[src/rtl/result_write_buffer_if.sv]
// Handshake/bus bundle for result_write_buffer.
//   Producer side : wr_req, wr_data, acc_done, clr
//   Consumer side : out_valid, out_ready, out_data
//   Status        : full, empty, count, overflow, drained
// slave is the buffer's view of the bundle; master is the view of the
// block that drives it (wrapper plus consumer).
interface result_write_buffer_if #(
    parameter int WIDTH = 21,
    parameter int AW    = 3
);
    logic             wr_req;
    logic [WIDTH-1:0] wr_data;
    logic             acc_done;
    logic             clr;
    logic             out_valid;
    logic             out_ready;
    logic [WIDTH-1:0] out_data;
    logic             full;
    logic             empty;
    logic [AW:0]      count;
    logic             overflow;
    logic             drained;

    modport slave (
        input  wr_req, wr_data, acc_done, clr, out_ready,
        output out_valid, out_data, full, empty, count, overflow, drained
    );

    modport master (
        output wr_req, wr_data, acc_done, clr, out_ready,
        input  out_valid, out_data, full, empty, count, overflow, drained
    );
endinterface

[src/rtl/result_write_buffer.sv]
// result_write_buffer: captures the accelerator's wr_req/wr_data pulses in a
// synchronous first-word-fall-through FIFO and hands them to a consumer over
// a valid/ready handshake, in arrival order. Remembers the accelerator's done
// pulse and raises drained once done has been seen and the FIFO is empty.
//
// Ports:
//   clk  - system clock, rising edge
//   rst  - asynchronous active-high reset
//   bus  - result_write_buffer_if.slave:
//          wr_req/wr_data  push strobe and word
//          acc_done        done pulse (level accepted)
//          clr             synchronous clear of FIFO, overflow and done_seen
//          out_valid/out_ready/out_data  consumer handshake (data 0 when empty)
//          full/empty/count              occupancy
//          overflow        sticky: a push was dropped
//          drained         done_seen and empty
module result_write_buffer #(
    parameter int WIDTH = 21,
    parameter int DEPTH = 8,
    parameter int AW    = 3
) (
    input  logic clk,
    input  logic rst,
    result_write_buffer_if.slave bus
);

    logic [WIDTH-1:0] mem [DEPTH];
    logic [AW-1:0]    wr_ptr;
    logic [AW-1:0]    rd_ptr;
    logic [AW:0]      cnt;
    logic             ovf;
    logic             done_seen;

    logic is_full;
    logic is_empty;
    logic push;
    logic pop;

    assign is_full  = (cnt == (AW+1)'(DEPTH));
    assign is_empty = (cnt == '0);

    // A full FIFO still accepts a word when the head leaves in the same
    // cycle; the freed slot is reused immediately.
    assign pop  = !is_empty && bus.out_ready;
    assign push = bus.wr_req && (!is_full || pop);

    always_ff @(posedge clk or posedge rst) begin
        if (rst) begin
            wr_ptr    <= '0;
            rd_ptr    <= '0;
            cnt       <= '0;
            ovf       <= 1'b0;
            done_seen <= 1'b0;
        end else if (bus.clr) begin
            // clr wins over push, pop and acc_done in the same cycle
            wr_ptr    <= '0;
            rd_ptr    <= '0;
            cnt       <= '0;
            ovf       <= 1'b0;
            done_seen <= 1'b0;
        end else begin
            if (push) wr_ptr <= wr_ptr + 1'b1;
            if (pop)  rd_ptr <= rd_ptr + 1'b1;
            case ({push, pop})
                2'b10:   cnt <= cnt + 1'b1;
                2'b01:   cnt <= cnt - 1'b1;
                default: cnt <= cnt;
            endcase
            if (bus.wr_req && !push) ovf <= 1'b1;
            if (bus.acc_done)        done_seen <= 1'b1;
        end
    end

    // Storage carries no reset; stale contents are unreachable once the
    // pointers and count are cleared.
    always_ff @(posedge clk) begin
        if (push && !bus.clr) mem[wr_ptr] <= bus.wr_data;
    end

    assign bus.out_valid = !is_empty;
    assign bus.out_data  = is_empty ? '0 : mem[rd_ptr];
    assign bus.full      = is_full;
    assign bus.empty     = is_empty;
    assign bus.count     = cnt;
    assign bus.overflow  = ovf;
    assign bus.drained   = done_seen && is_empty;

endmodule

[src/flat_wrapper.sv]
// flat-port wrapper written by rule: the top's interface ports become plain ports
module result_write_buffer_flat 
#(
    parameter int WIDTH = 21,
    parameter int DEPTH = 8,
    parameter int AW    = 3
)
  (clk, rst, bus_wr_req, bus_wr_data, bus_acc_done, bus_clr, bus_out_ready, bus_out_valid, bus_out_data, bus_full, bus_empty, bus_count, bus_overflow, bus_drained);
  result_write_buffer_if #(.WIDTH(WIDTH), .AW(AW)) bus_i ();
  input  logic clk;
  input  logic rst;
  input wire logic [$bits(bus_i.wr_req)-1:0] bus_wr_req;
  input wire logic [$bits(bus_i.wr_data)-1:0] bus_wr_data;
  input wire logic [$bits(bus_i.acc_done)-1:0] bus_acc_done;
  input wire logic [$bits(bus_i.clr)-1:0] bus_clr;
  input wire logic [$bits(bus_i.out_ready)-1:0] bus_out_ready;
  output wire logic [$bits(bus_i.out_valid)-1:0] bus_out_valid;
  output wire logic [$bits(bus_i.out_data)-1:0] bus_out_data;
  output wire logic [$bits(bus_i.full)-1:0] bus_full;
  output wire logic [$bits(bus_i.empty)-1:0] bus_empty;
  output wire logic [$bits(bus_i.count)-1:0] bus_count;
  output wire logic [$bits(bus_i.overflow)-1:0] bus_overflow;
  output wire logic [$bits(bus_i.drained)-1:0] bus_drained;
  assign bus_i.wr_req = bus_wr_req;
  assign bus_i.wr_data = bus_wr_data;
  assign bus_i.acc_done = bus_acc_done;
  assign bus_i.clr = bus_clr;
  assign bus_i.out_ready = bus_out_ready;
  assign bus_out_valid = bus_i.out_valid;
  assign bus_out_data = bus_i.out_data;
  assign bus_full = bus_i.full;
  assign bus_empty = bus_i.empty;
  assign bus_count = bus_i.count;
  assign bus_overflow = bus_i.overflow;
  assign bus_drained = bus_i.drained;
  result_write_buffer #(.WIDTH(WIDTH), .DEPTH(DEPTH), .AW(AW)) u_core (.clk(clk), .rst(rst), .bus(bus_i));
endmodule
[config.mk]
export PLATFORM = sky130hd
export DESIGN_NAME = result_write_buffer_flat
export DESIGN_NICKNAME = d
export VERILOG_FILES = /design/src/rtl/result_write_buffer_if.sv /design/src/rtl/result_write_buffer.sv /design/src/flat_wrapper.sv
export SDC_FILE = /design/constraint.sdc
export NUM_CORES = 1
export LEC_CHECK = 0
export CORE_UTILIZATION = 62
export DETAILED_ROUTE_END_ITERATION = 10
export PLACE_DENSITY = 0.93
export RECOVER_POWER = 25
export SLEW_MARGIN = 20
export SYNTH_ARGS = -nofsm -noshare
export SYNTH_HDL_FRONTEND = slang
export SYNTH_SLANG_ARGS = --single-unit
[constraint.sdc]
create_clock -name clk -period 9.8 [get_ports clk]
set_input_delay 1.96 -clock clk [delete_from_list [all_inputs] [get_ports clk]]
set_output_delay 1.96 -clock clk [all_outputs]
set_load 0.01 [all_outputs]
==> metrics.yaml <==
worstHoldPathType: "flip-flop to flip-flop"
hold_viol_final: 0
crit_type: "flip-flop to primary output"
antenna_found_initial: 0
clock-sinks: 180
diodes: 0
rsz0062_at_grt: "no"
final.setup.tns_ps: 0
drc_errors: 0
firstDrtPassIters: 5
globalRouteTotalUtil_pct: 26.3
grt_pass1_wl_um: 21500
ir_drop_v: 0.000166
clock_latency_ps: 420
num_rows: 38
seq_power_share_pct: 42.0
area_delta_synth_final_pct: 18.5
fmax_mhz: 205
p_comb_share_pct: 26.9
synth_seq_area_share_pct: 74.5
grt_max_degree: 45
root_buffer: "clkbuf_16"
p_per_area_mw_per_mm2: 248
drt-initial-drc-count: 262
cts_htree_levels: 4
io_pins: 57
hold_path_depth: 2
power.leakage_nw: 2.73
highest_layer: "met4"
hold_start: "u_core.bus.overflow"
multi_input_area_mm2: 0.00174
reg2reg_setup_slack_ps: 6990
critPathMaxFanout: 44
switching_share_pct: 28.0
totalWireLength_um: 13900
final_layout_size_suffix_gt1_share_pct: 23.0
wl_per_cell_um: 24.2
cts_buffers: 17
wl_met2_um: 7450
hpwl_um: 7670
synth.distinct_cells: 39
rr_worst_depth: 8
synth-seq-cells: 180
wl_met1_um: 5310
synth_area_per_cell_um2: 20.1
hold_buffers: 0
place_congestion: 0.815
synthArstFlopShare_pct: 6.67
min_period_ps: 4870
fill_cells: 595
post_cts_buffers: 0
slew_violations: 0
clock_power_share_pct: 31.1
status: "finished clean"
cts_resized: 0
cts_buffer_depth: 2
period_share_pct: 49.7
cap_violations: 0
final_common_cell: "edfxtp_1"
start_util_pct: 65.0
die_y_um: 110
wl_met3_um: 909
first_global_vias: 3885
critPathArrivalTime_ps: 2910
grt-ovfl-total: 0
synth_edf_count: 168
switchingPower_mw: 0.590
tritoncts: "done"
synth_ff_type: "edfxtp_1"
regArea_mm2: 0.00535
syn_area_mm2: 0.00717
die_area_mm2: 0.0120
start_kind: "flip-flop"
crit_path_end_kind: "primary output"
fin_nets: 454
syn_inst: 357
ant_nets: 0
hold_end: "u_core.bus.overflow"
place_area_mm2: 0.00792
final_area_mm2: 0.00850
finClkSkew_ps: 8.31
maxSlewHeadroom_pct: 33.6
r2r_start: "u_core.bus.count[0]"
crit_required_ps: 7840
io_buffer_count: 56
routed_via_density: 6.33
r2r_end: "u_core.bus.count[3]"
die_width_um: 110
finalSetupViolCount: 0
num_vias: 3640
layout_common_cells: "168 x edfxtp_1, 42 x mux4_2, 42 x clkdlybuf4s50_1, 33 x nor2_1, 22 x mux2i_1"
coreArea_mm2: 0.0110
internal-power_mw: 1.52
clkTransAtPathRegs_ps: 70
tightest_slew_ps: 991
yosysWarnings: 0
synth_fp_nets: 389
==> layer usage <==
metal | track usage, % | up-vias
met5 | 0 | -
met4 | 10.3 | 0
met3 | 5.87 | 25
met2 | 44.2 | 172
met1 | 33.7 | 1872
li1 | - | 1571
==> critical path, cell delays in order (launching register included) <==
cell,delay [ps]
dfrtp_2,350
buf_4,650
mux4_2,630
mux2i_1,260
nor2_1,70
clkdlybuf4s50_1,500
==> worst max-delay path by stage <==
stage | startpoint | to | slack [ps] | depth (start not counted)
floorplan | bus_out_ready | u_core.mem[0][0] | 4690 | 4
global placement | bus_out_ready | u_core.mem[4][4] | 5240 | 5
detailed placement | bus_out_ready | u_core.mem[4][4] | 5140 | 5
CTS | u_core.rd_ptr[0] | bus_out_data[14] | 4860 | 5
global route | u_core.rd_ptr[0] | bus_out_data[14] | 4740 | 5
finish | u_core.rd_ptr[0] | bus_out_data[14] | 4930 | 5
==> power groups by stage <==
stage	Sequential [mW]	Clock, mW	Combinational, mW
floorplan	0.898	0	0.364
global placement	0.898	0	0.555
detailed placement	0.901	0	0.570
CTS	0.885	0.664	0.578
global route	0.888	0.693	0.613
finish	0.886	0.656	0.567
==> cells in the mapped netlist, types with 2 or more instances <==
cell type | n | share of area (%)
nand2_1 | 4 | 0.21
mux2i_1 | 22 | 3.1
nor4_1 | 3 | 0.26
nor2_1 | 35 | 1.8
edfxtp_1 | 168 | 70
o211ai_1 | 3 | 0.31
nand3_1 | 2 | 0.14
nor3_1 | 5 | 0.35
nand2b_1 | 2 | 0.17
dfrtp_1 | 12 | 4.2
buf_1 | 5 | 0.26
inv_1 | 4 | 0.21
buf_4 | 6 | 0.63
a31oi_1 | 2 | 0.17
a21oi_1 | 4 | 0.28
ha_1 | 4 | 0.70
o21ai_0 | 2 | 0.14
clkbuf_1 | 5 | 0.26
buf_2 | 4 | 0.28
xor2_1 | 3 | 0.37
mux4_2 | 42 | 13
xnor2_1 | 3 | 0.37
==> sequential cells by signal (all words and copies together) (netlist names) <==
signal	count
u_core.bus.overflow	1
u_core.mem	168
u_core.wr_ptr	3
u_core.bus.count	4
u_core.done_seen	1
u_core.rd_ptr	3
==> through the flow <==
| stage | hold slack, ps | std cells | power, mW | util [%] | setup WS, ps |
|---|---|---|---|---|---|
| detailed placement | 483 | 543 | 1.47 | 71.8 | 5140 |
| global placement | 460 | 543 | 1.45 | 71.8 | 5240 |
| finish | 540 | 575 | 2.11 | 77.0 | 4930 |
| CTS | 535 | 575 | 2.13 | 77.0 | 4860 |
| global route | 587 | 575 | 2.19 | 77.0 | 4740 |
| floorplan | 452 | 357 | 1.26 | - | 4690 |
==> final cells by class <==
| cell class | count | area share (%) |
|---|---|---|
| multi-input cells | 151 | 20.5 |
| repair buffers | 67 | 7.57 |
| clock inverters | 14 | 1.71 |
| flip-flops and latches | 180 | 62.9 |
| clock buffers | 18 | 5.05 |
| well taps | 140 | 2.06 |
| inverters | 5 | 0.221 |
==> cell families (layout without fill, tap and decap cells) <==
logic type               Yosys count  after routing  share of synthesized area, %
AO/OA/AOI/OAI                     17             17                          1.85
buffers and inverters             26            104                          1.76
adder cells (fa/ha/maj)            5              5                         0.977
multiplexers                      64             64                          16.3
AND/OR/NAND/NOR                   59             59                          3.89
XOR/XNOR                           6              6                         0.733
flip-flops                       180            180                          74.5
No activity file was read; power rests on OpenSTA's default activity.
